--- config.mk ---
export PLATFORM = sky130hd
export DESIGN_NAME = rx_packet_ctrl_flat
export DESIGN_NICKNAME = d
export VERILOG_FILES = /design/src/rtl/rx_pkt_pkg.sv /design/src/rtl/rx_packet_ctrl_if.sv /design/src/rtl/rx_pkt_buf.sv /design/src/rtl/rx_packet_ctrl.sv /design/src/flat_wrapper.sv
export SDC_FILE = /design/constraint.sdc
export NUM_CORES = 1
export LEC_CHECK = 0
export CAP_MARGIN = 20
export CELL_PAD_IN_SITES_DETAIL_PLACEMENT = 1
export CELL_PAD_IN_SITES_GLOBAL_PLACEMENT = 2
export CORE_ASPECT_RATIO = 0.6
export CORE_UTILIZATION = 43
export CTS_CLUSTER_DIAMETER = 150
export DETAILED_ROUTE_END_ITERATION = 16
export PLACE_DENSITY = 0.81
export SETUP_SLACK_MARGIN = 0.05
export SYNTH_ARGS = -nofsm -noshare
export SYNTH_HDL_FRONTEND = slang
export SYNTH_HIERARCHICAL = 1
export SYNTH_SLANG_ARGS = --single-unit
--- constraint.sdc ---
create_clock -name i_clk -period 3.21 [get_ports i_clk]
set_input_delay 0.642 -clock i_clk [delete_from_list [all_inputs] [get_ports i_clk]]
set_output_delay 0.642 -clock i_clk [all_outputs]
set_load 0.005 [all_outputs]
--- src/rtl/rx_pkt_pkg.sv ---
// Shared types and width helpers for the packet deframer.
package rx_pkt_pkg;

  typedef enum logic [2:0] {
    S_IDLE,
    S_CMD,
    S_LEN,
    S_PAYLOAD,
    S_CHK,
    S_HOLD
  } rx_pkt_state_t;

  typedef enum logic [1:0] {
    ERR_CHK     = 2'd0,
    ERR_LEN     = 2'd1,
    ERR_TIMEOUT = 2'd2,
    ERR_OVERRUN = 2'd3
  } rx_pkt_err_t;

  // Buffer address width; a 1-entry buffer still needs a 1-bit address.
  function automatic int buf_aw(input int depth);
    return (depth > 1) ? $clog2(depth) : 1;
  endfunction

endpackage

--- src/rtl/rx_packet_ctrl_if.sv ---
// Byte input, packet handshake and buffer read bus of the deframer.
// slave = deframer side, master = receiver/command-decoder side.
interface rx_packet_ctrl_if #(
  parameter int MAX_LEN = 16
);
  import rx_pkt_pkg::*;

  localparam int LW = $clog2(MAX_LEN + 1);
  localparam int AW = buf_aw(MAX_LEN);

  logic          i_byte_valid;
  logic [7:0]    i_byte;
  logic          o_pkt_valid;
  logic          i_pkt_ready;
  logic [7:0]    o_pkt_cmd;
  logic [LW-1:0] o_pkt_len;
  logic [AW-1:0] i_rd_addr;
  logic [7:0]    o_rd_data;
  logic          o_err;
  logic [1:0]    o_err_code;

  modport slave (
    input  i_byte_valid, i_byte, i_pkt_ready, i_rd_addr,
    output o_pkt_valid, o_pkt_cmd, o_pkt_len, o_rd_data, o_err, o_err_code
  );

  modport master (
    output i_byte_valid, i_byte, i_pkt_ready, i_rd_addr,
    input  o_pkt_valid, o_pkt_cmd, o_pkt_len, o_rd_data, o_err, o_err_code
  );

endinterface

--- src/rtl/rx_pkt_buf.sv ---
// Payload buffer: simple dual-port RAM, one write port, registered read port.
module rx_pkt_buf #(
  parameter int DEPTH = 16,
  parameter int AW    = 4
) (
  input  logic          i_clk,
  input  logic          i_rst,
  input  logic          i_we,
  input  logic [AW-1:0] i_waddr,
  input  logic [7:0]    i_wdata,
  input  logic [AW-1:0] i_raddr,
  output logic [7:0]    o_rdata
);

  logic [7:0] r_mem [DEPTH];

  // Write port: contents survive reset on purpose, only a new frame overwrites.
  always_ff @(posedge i_clk) begin
    if (i_we) r_mem[i_waddr] <= i_wdata;
  end

  // Registered read port, data one cycle after the address.
  always_ff @(posedge i_clk) begin
    if (i_rst) o_rdata <= 8'h00;
    else       o_rdata <= r_mem[i_raddr];
  end

endmodule

--- src/rtl/rx_packet_ctrl.sv ---
// Deframes SYNC,CMD,LEN,payload,CHK from the UART byte stream, buffers the
// payload and holds each good packet until the decoder accepts it.
module rx_packet_ctrl
  import rx_pkt_pkg::*;
#(
  parameter logic [7:0] SYNC_BYTE = 8'hA5,
  parameter int         MAX_LEN   = 16,
  parameter int         TIMEOUT   = 100000
) (
  input logic               i_clk,
  input logic               i_rst,
  rx_packet_ctrl_if.slave   bus
);

  localparam int         LW      = $clog2(MAX_LEN + 1);
  localparam int         AW      = buf_aw(MAX_LEN);
  localparam int         TW      = $clog2(TIMEOUT + 1);
  localparam logic [8:0] MAX_LEN9 = 9'(MAX_LEN);

  rx_pkt_state_t r_state;
  logic [7:0]    r_cmd;
  logic [LW-1:0] r_len;
  logic [AW-1:0] r_idx;
  logic [7:0]    r_chk;
  logic [TW-1:0] r_tmo;
  logic          r_pkt_valid;
  logic          r_err;
  rx_pkt_err_t   r_err_code;

  logic          w_bv;
  logic          w_we;
  logic          w_last;

  assign w_bv   = bus.i_byte_valid;
  assign w_we   = w_bv && (r_state == S_PAYLOAD);
  assign w_last = (LW'(r_idx) == r_len - LW'(1));

  // Deframing FSM with checksum, inter-byte timeout and error/packet outputs.
  always_ff @(posedge i_clk) begin
    if (i_rst) begin
      r_state     <= S_IDLE;
      r_cmd       <= 8'h00;
      r_len       <= '0;
      r_idx       <= '0;
      r_chk       <= 8'h00;
      r_tmo       <= '0;
      r_pkt_valid <= 1'b0;
      r_err       <= 1'b0;
      r_err_code  <= ERR_CHK;
    end else begin
      r_err <= 1'b0;
      case (r_state)
        S_IDLE: begin
          r_tmo <= '0;
          if (w_bv && bus.i_byte == SYNC_BYTE) r_state <= S_CMD;
        end
        S_HOLD: begin
          // A byte here has nowhere to go; the held packet stays intact.
          if (w_bv) begin
            r_err      <= 1'b1;
            r_err_code <= ERR_OVERRUN;
          end
          if (bus.i_pkt_ready) begin
            r_pkt_valid <= 1'b0;
            r_state     <= S_IDLE;
          end
        end
        default: begin
          if (w_bv) begin
            // A byte on the expiry cycle wins over the timeout.
            r_tmo <= '0;
            case (r_state)
              S_CMD: begin
                r_cmd   <= bus.i_byte;
                r_chk   <= bus.i_byte;
                r_state <= S_LEN;
              end
              S_LEN: begin
                if ({1'b0, bus.i_byte} > MAX_LEN9) begin
                  r_err      <= 1'b1;
                  r_err_code <= ERR_LEN;
                  r_state    <= S_IDLE;
                end else begin
                  r_len   <= LW'(bus.i_byte);
                  r_chk   <= r_chk ^ bus.i_byte;
                  r_idx   <= '0;
                  r_state <= (bus.i_byte == 8'h00) ? S_CHK : S_PAYLOAD;
                end
              end
              S_PAYLOAD: begin
                r_chk <= r_chk ^ bus.i_byte;
                if (w_last) r_state <= S_CHK;
                else        r_idx   <= r_idx + AW'(1);
              end
              S_CHK: begin
                if (bus.i_byte == r_chk) begin
                  r_pkt_valid <= 1'b1;
                  r_state     <= S_HOLD;
                end else begin
                  r_err      <= 1'b1;
                  r_err_code <= ERR_CHK;
                  r_state    <= S_IDLE;
                end
              end
              default: r_state <= S_IDLE;
            endcase
          end else if (r_tmo == TW'(TIMEOUT - 1)) begin
            // This idle cycle brings the count to TIMEOUT.
            r_tmo      <= '0;
            r_err      <= 1'b1;
            r_err_code <= ERR_TIMEOUT;
            r_state    <= S_IDLE;
          end else begin
            r_tmo <= r_tmo + TW'(1);
          end
        end
      endcase
    end
  end

  rx_pkt_buf #(
    .DEPTH (MAX_LEN),
    .AW    (AW)
  ) u_buf (
    .i_clk   (i_clk),
    .i_rst   (i_rst),
    .i_we    (w_we),
    .i_waddr (r_idx),
    .i_wdata (bus.i_byte),
    .i_raddr (bus.i_rd_addr),
    .o_rdata (bus.o_rd_data)
  );

  assign bus.o_pkt_valid = r_pkt_valid;
  assign bus.o_pkt_cmd   = r_cmd;
  assign bus.o_pkt_len   = r_len;
  assign bus.o_err       = r_err;
  assign bus.o_err_code  = r_err_code;

endmodule

--- src/flat_wrapper.sv ---
// flat-port wrapper written by rule: the top's interface ports become plain ports
module rx_packet_ctrl_flat import rx_pkt_pkg::*;
#(
  parameter logic [7:0] SYNC_BYTE = 8'hA5,
  parameter int         MAX_LEN   = 16,
  parameter int         TIMEOUT   = 100000
)
  (i_clk, i_rst, bus_i_byte_valid, bus_i_byte, bus_i_pkt_ready, bus_i_rd_addr, bus_o_pkt_valid, bus_o_pkt_cmd, bus_o_pkt_len, bus_o_rd_data, bus_o_err, bus_o_err_code);
  rx_packet_ctrl_if #(.MAX_LEN(MAX_LEN)) bus_i ();
  input logic i_clk;
  input logic i_rst;
  input wire logic [$bits(bus_i.i_byte_valid)-1:0] bus_i_byte_valid;
  input wire logic [$bits(bus_i.i_byte)-1:0] bus_i_byte;
  input wire logic [$bits(bus_i.i_pkt_ready)-1:0] bus_i_pkt_ready;
  input wire logic [$bits(bus_i.i_rd_addr)-1:0] bus_i_rd_addr;
  output wire logic [$bits(bus_i.o_pkt_valid)-1:0] bus_o_pkt_valid;
  output wire logic [$bits(bus_i.o_pkt_cmd)-1:0] bus_o_pkt_cmd;
  output wire logic [$bits(bus_i.o_pkt_len)-1:0] bus_o_pkt_len;
  output wire logic [$bits(bus_i.o_rd_data)-1:0] bus_o_rd_data;
  output wire logic [$bits(bus_i.o_err)-1:0] bus_o_err;
  output wire logic [$bits(bus_i.o_err_code)-1:0] bus_o_err_code;
  assign bus_i.i_byte_valid = bus_i_byte_valid;
  assign bus_i.i_byte = bus_i_byte;
  assign bus_i.i_pkt_ready = bus_i_pkt_ready;
  assign bus_i.i_rd_addr = bus_i_rd_addr;
  assign bus_o_pkt_valid = bus_i.o_pkt_valid;
  assign bus_o_pkt_cmd = bus_i.o_pkt_cmd;
  assign bus_o_pkt_len = bus_i.o_pkt_len;
  assign bus_o_rd_data = bus_i.o_rd_data;
  assign bus_o_err = bus_i.o_err;
  assign bus_o_err_code = bus_i.o_err_code;
  rx_packet_ctrl #(.SYNC_BYTE(SYNC_BYTE), .MAX_LEN(MAX_LEN), .TIMEOUT(TIMEOUT)) u_core (.i_clk(i_clk), .i_rst(i_rst), .bus(bus_i));
endmodule
==> results.sh, run 1 <==
export IMPL_power_mw=4.98
export IMPL_ys_seq_elements=185
export IMPL_synth_nets=610
export IMPL_antenna_found_initial=0
export IMPL_core_um2=18100
export IMPL_grt_max_degree=43
export IMPL_via_per_inst=6.00
export IMPL_routed_wl_um=21600
export IMPL_first_pass_iters=5
export IMPL_rsz0062_at_grt="no"
export IMPL_synthCells=591
export IMPL_vias=5451
export IMPL_timing_fmax_ghz=0.367
export IMPL_syn_avg_cell_area_um2=13.5
export IMPL_p_per_area_nw_per_um2=532
export IMPL_nFillCells=1828
export IMPL_hold_violations=0
export IMPL_gr_total_overflow=0
export IMPL_placementRows=38
export IMPL_grtUsageTotal_pct=24.1
export IMPL_grt_pass1_vias=5500
export IMPL_layout_drive_gt1_share_pct=12.7
export IMPL_antenna_cells=0
export IMPL_arrival_ns=3.05
export IMPL_async_flop_share_pct=0
export IMPL_antenna_left=0
export IMPL_p_leak_nw=3.10
export IMPL_postLayoutCoreUtil_pct=51.6
export IMPL_drv_slew=0
export IMPL_max_slew_margin_rel_pct=38.4
export IMPL_clock_sinks=185
export IMPL_max_cap_violations=0
export IMPL_start_util_pct=44.1
export IMPL_critPathSlowestCell="clkdlybuf4s50_1"
export IMPL_start_kind="input pin"
export IMPL_post_dp_hpwl_um=14800
export IMPL_ir_drop_v=0.000335
export IMPL_cts_clk_slew_worst_paths_ns=0.07
export IMPL_synth_ff_type="edfxtp_1"
export IMPL_drc=0
export IMPL_ctsHoldBuffers=0
export IMPL_outcome="finished, final reports clean"
export IMPL_fp_dieArea_um2=19200
export IMPL_root_buffer="clkbuf_16"
export IMPL_required_ns=3.54
export IMPL_ios=41
export IMPL_cp_num_buf_inv=1
export IMPL_setup_ws_ns=0.486
export IMPL_die_h_um=108
export IMPL_synthesis_area_um2=7990
export IMPL_layout_common_cells="128 x edfxtp_1, 57 x dfxtp_1, 42 x nor2_1"
export IMPL_io_buffers=40
export IMPL_end_kind="register"
export IMPL_skew_ns=0.0102
export IMPL_htreeDepth=4
export IMPL_post_drt_wl_per_cell_um=23.8
export IMPL_cts_resized_gates=0
export IMPL_synth_edf_count=128
export IMPL_worstSetupPathType="input pin to register"
export IMPL_ys_types=61
export IMPL_worstMarginPinSlew_ns=0.911
export IMPL_cts_setup_buffers=0
export IMPL_dp_slack_ns=0.0145
export IMPL_layout_worst_path_cycle_share_pct=84.9
export IMPL_final_common_cell="edfxtp_1"
export IMPL_gp_congestion=0.805
export IMPL_setup_violations=0
export IMPL_numCtsBuffers=17
export IMPL_finalCriticalPeriod_ns=2.72
export IMPL_cts_tree="yes"
export IMPL_path_cells="clkdlybuf4s50_1 > or3_1 > nor4_1 > a2111oi_0 > a211o_1 > o31ai_1"
export IMPL_hold_class="register to register"
export IMPL_dieWidth_um=178
export IMPL_ys_warn_count=6
export IMPL_area_growth_pct=17.0
export IMPL_drtIter0Drc=524
export IMPL_slowest_delay_ns=0.62
export IMPL_fin_tns_setup_ns=0
export IMPL_critPathTopFamily="simple AND/OR/NAND/NOR gates"
export IMPL_clock_path_buffers=2
export IMPL_worstPathMaxFanout=7
export IMPL_grt_pass1_wl_um=33300
export IMPL_worstSkewPairLatency_ns=0.43
export IMPL_ys_seq_area_share_pct=62.4
export IMPL_nNetsFinal=674
## power by group
part | switching, mW | leakage [nW] | internal (mW)
sequential | 0.0216 | 1.61 | 2.56
clock | 0.922 | 0.283 | 1.16
combinational | 0.182 | 1.21 | 0.130
## tightest hold or removal path: stages (launching register included)
cell and delay (ns):
dfxtp_1 0.31, nand2_1 0.05, a21oi_1 0.05
## synthesized netlist by cell type, types with 2 or more instances
cell type | instances | area, um^2
a211oi_1 | 5 | 37.5
a211oi_2 | 2 | 25.0
a21o_1 | 2 | 15.0
a21oi_1 | 29 | 145
a221oi_1 | 5 | 43.8
a22oi_1 | 5 | 37.5
a311oi_1 | 13 | 114
a31oi_1 | 13 | 81.3
a41oi_1 | 6 | 52.6
and2_1 | 3 | 18.8
and3_1 | 4 | 25.0
and4_1 | 2 | 17.5
buf_2 | 8 | 40.0
buf_6 | 5 | 56.3
buf_8 | 2 | 30.0
clkbuf_1 | 14 | 52.6
dfxtp_1 | 57 | 1140
edfxtp_1 | 128 | 3840
ha_1 | 3 | 37.5
inv_1 | 8 | 30.0
mux2i_1 | 30 | 300
mux4_1 | 15 | 394
mux4_2 | 7 | 158
nand2_1 | 37 | 139
nand2b_1 | 14 | 87.6
nand3_1 | 10 | 50.1
nand3b_1 | 7 | 52.6
nand4_1 | 8 | 50.1
nor2_1 | 42 | 158
nor2b_1 | 8 | 50.1
nor3_1 | 13 | 65.1
nor3b_1 | 4 | 30.0
nor4_1 | 3 | 18.8
o211a_1 | 2 | 20.0
o21ai_0 | 24 | 120
o21ai_1 | 6 | 30.0
o22ai_1 | 2 | 12.5
o31ai_1 | 2 | 15.0
or2_2 | 2 | 12.5
or3_1 | 8 | 50.1
xnor2_1 | 12 | 105
xor2_1 | 2 | 17.5
## logic make-up (layout without fill, tap and decap cells)
| kind of cell | after synthesis | in the layout | synth area share [%] |
|---|---|---|---|
| muxes | 52 | 52 | 10.7 |
| AOI/OAI and AO/OA | 125 | 125 | 10.8 |
| and+or+nand+nor | 172 | 172 | 11.1 |
| adders and majority gates | 3 | 3 | 0.470 |
| xor gates and xnor gates | 15 | 15 | 1.83 |
| buffers and inverters | 39 | 116 | 2.76 |
| DFF | 185 | 185 | 62.4 |
## state kept, by name (all words and copies together), names as in the netlist
register,count
u_core/r_state,3
u_core/r_idx,4
u_core/r_tmo,17
u_core/u_buf/o_rdata,8
u_core/bus.o_pkt_cmd,8
u_core/bus.o_pkt_len,5
u_core/bus.o_pkt_valid,1
u_core/r_chk,8
u_core/bus.o_err,1
u_core/u_buf/r_mem,128
u_core/bus.o_err_code,2
## cell type report
type,count,area (um^2),share of cell area [%]
multi-input cells,367,2790,29.8
clock buffers,18,429,4.59
inverters,8,30.0,0.321
flip-flops and latches,185,4980,53.3
clock inverters,14,148,1.58
repair buffers,76,673,7.20
well taps,240,300,3.21
## path summary, 6_finish.rpt
check	startpoint	endpoint	slack, ns	depth (start not counted)
worst min register to register	u_core/bus.o_pkt_cmd[3]$_SDFFE_PP0P_	u_core/bus.o_pkt_cmd[3]$_SDFFE_PP0P_	0.46	2
worst min-delay path	u_core/bus.o_pkt_cmd[3]$_SDFFE_PP0P_	u_core/bus.o_pkt_cmd[3]$_SDFFE_PP0P_	0.46	2
worst max register to register	u_core/r_state[1]$_SDFFE_PP0P_	u_core/u_buf/r_mem[0][7]$_DFFE_PP_	0.59	5
worst max-delay path	bus_i_byte[3]	u_core/r_state[2]$_SDFFE_PP0P_	0.49	6
## layer usage
metal | global-route usage (%) | up-vias | share of wire (%)
met2 | 33.4 | 200 | 42
met3 | 5.58 | 24 | 7.5
li1 | - | 2440 | -
met4 | 6.53 | 0 | 1.1
met1 | 37.2 | 2787 | 50
met5 | 0 | - | 0
## metrics by stage
stage                     cells  hold slack (ns)  cell area [um^2]
after floorplan             591            0.442              7990
after global placement      876            0.451              8770
after detailed placement    876            0.453              8770
after CTS                   908            0.464              9350
after global routing        908            0.472              9350
final                       908            0.463              9350
No activity file was read; power rests on OpenSTA's default activity.
==> run 2: changes to the inputs <==
==> constraint.sdc (replaced) <==
create_clock -name i_clk -period 2.7 [get_ports i_clk]
set_input_delay 0.54 -clock i_clk [delete_from_list [all_inputs] [get_ports i_clk]]
set_output_delay 0.54 -clock i_clk [all_outputs]
set_load 0.005 [all_outputs]
==> run 2 against run 1 <==
Final cell count grew 1.3%; sequential power up 18%; cell area is 1.5% higher; total power increased by 20%; non-clock buffer count grew 11; die area stayed put; setup slack lost 0.037 ns; combinational power increased by 28%; highest routed layer unchanged; count of clock-buffer cells in the layout increased by 1; hold slack about the same; wire length about the same.
==> results.sh, run 2 (synthesized netlist as in run 1, its figures left out) <==
export IMPL_outcome="finished, final reports clean"
export IMPL_finalCriticalPeriod_ns=2.25
export IMPL_drtIter0Drc=470
export IMPL_htreeDepth=4
export IMPL_cts_setup_buffers=0
export IMPL_start_kind="register"
export IMPL_whs_ns=0.463
export IMPL_cts_resized_gates=0
export IMPL_max_slew_margin_rel_pct=47.3
export IMPL_ctsHoldBuffers=0
export IMPL_layout_drive_gt1_share_pct=14.4
export IMPL_critPathTopFamily="simple AND/OR/NAND/NOR gates"
export IMPL_first_pass_iters=5
export IMPL_rsz0062_at_grt="no"
export IMPL_required_ns=3.05
export IMPL_clock_sinks=185
export IMPL_grt_max_degree=53
export IMPL_area_growth_pct=18.7
export IMPL_final_cells=920
export IMPL_gr_total_overflow=0
export IMPL_placementRows=38
export IMPL_numPlacedInstances=887
export IMPL_path_cells="ha_1 > nand2_1 > nor4_1 > and3_1 > a41oi_1 > a311oi_1"
export IMPL_cts_tree="yes"
export IMPL_p_leak_nw=3.17
export IMPL_worstMarginPinSlew_ns=0.789
export IMPL_io_buffers=40
export IMPL_post_dp_hpwl_um=15100
export IMPL_fin_tns_setup_ns=0
export IMPL_critPathSlowestCell="nor4_1"
export IMPL_regMostFlops="u_core/u_buf/r_mem"
export IMPL_arrival_ns=2.60
export IMPL_skew_ns=0.0159
export IMPL_routed_wl_um=21600
export IMPL_nFillCells=1788
export IMPL_postLayoutCellArea_um2=9490
export IMPL_drc=0
export IMPL_root_buffer="clkbuf_16"
export IMPL_largest_reg_flops=128
export IMPL_ir_drop_v=0.000342
export IMPL_clock_path_buffers=2
export IMPL_grtUsageTotal_pct=24.1
export IMPL_dp_slack_ns=0.0205
export IMPL_worstSetupPathType="register to register"
export IMPL_postLayoutCoreUtil_pct=52.4
export IMPL_gp_congestion=0.856
export IMPL_layout_worst_path_cycle_share_pct=83.3
export IMPL_die_h_um=108
export IMPL_grt_pass1_vias=5615
export IMPL_power_mw=5.97
export IMPL_end_kind="register"
export IMPL_setup_violations=0
export IMPL_nNetsFinal=685
export IMPL_start_util_pct=44.1
export IMPL_setup_ws_ns=0.450
export IMPL_layout_common_cells="128 x edfxtp_1, 57 x dfxtp_1, 43 x buf_4"
export IMPL_vias=5458
export IMPL_hold_violations=0
export IMPL_core_um2=18100
export IMPL_max_cap_violations=0
export IMPL_timing_fmax_ghz=0.444
export IMPL_p_per_area_nw_per_um2=630
export IMPL_dieWidth_um=178
export IMPL_cts_clk_slew_worst_paths_ns=0.07
export IMPL_fp_dieArea_um2=19200
export IMPL_antenna_left=0
export IMPL_final_common_cell="edfxtp_1"
export IMPL_post_drt_wl_per_cell_um=23.4
export IMPL_worstSkewPairLatency_ns=0.44
export IMPL_worstPathMaxFanout=5
export IMPL_ios=41
export IMPL_antenna_found_initial=1
export IMPL_drv_slew=0
export IMPL_cp_num_buf_inv=0
export IMPL_via_per_inst=5.93
export IMPL_top_regs="u_core/u_buf/r_mem (128), u_core/r_tmo (17)"
export IMPL_grt_pass1_wl_um=33300
export IMPL_numCtsBuffers=17
export IMPL_slowest_delay_ns=0.62
export IMPL_place_area_um2=8890
export IMPL_hold_class="register to register"
[run 2: worst paths after layout]
kind	slack, ns	end	start	cells past startpoint
setup reg to reg	0.45	u_core/r_tmo[16]$_SDFFE_PP0N_	u_core/r_tmo[0]$_SDFFE_PP0N_	6
hold / removal	0.46	u_core/bus.o_pkt_cmd[2]$_SDFFE_PP0P_	u_core/bus.o_pkt_cmd[2]$_SDFFE_PP0P_	2
hold reg to reg	0.46	u_core/bus.o_pkt_cmd[2]$_SDFFE_PP0P_	u_core/bus.o_pkt_cmd[2]$_SDFFE_PP0P_	2
setup / recovery	0.45	u_core/r_tmo[16]$_SDFFE_PP0N_	u_core/r_tmo[0]$_SDFFE_PP0N_	6
[run 2: worst register-to-register path: stages (launching register included)]
cell and delay (ns):
dfxtp_1 0.42, ha_1 0.27, nand2_1 0.16, nor4_1 0.62, and3_1 0.31, a41oi_1 0.14, a311oi_1 0.26
[run 2: cell type report]
class	count	area, um^2	share of cell area [%]
clock inverters	13	149	1.57
clock buffers	19	443	4.67
diodes	1	2.50	0.0264
well taps	240	300	3.16
inverters	8	30.0	0.316
multi-input cells	367	2790	29.4
flip-flops and latches	185	4980	52.5
repair buffers	87	793	8.36
[run 2: metal layers]
metal  track usage (%)  vias to the layer above  wire, um
met5                 0                        -         0
met4              6.96                        0       268
met3              4.66                       20      1250
met2              35.1                      143      9390
met1              36.3                     2829     10700
li1                  -                     2466         -
[run 2: report_power, final]
part	switching [mW]	total (mW)	internal (mW)
sequential	0.0171	3.06	3.05
combinational	0.229	0.400	0.171
clock	1.17	2.51	1.34
total	1.42	5.97	4.56
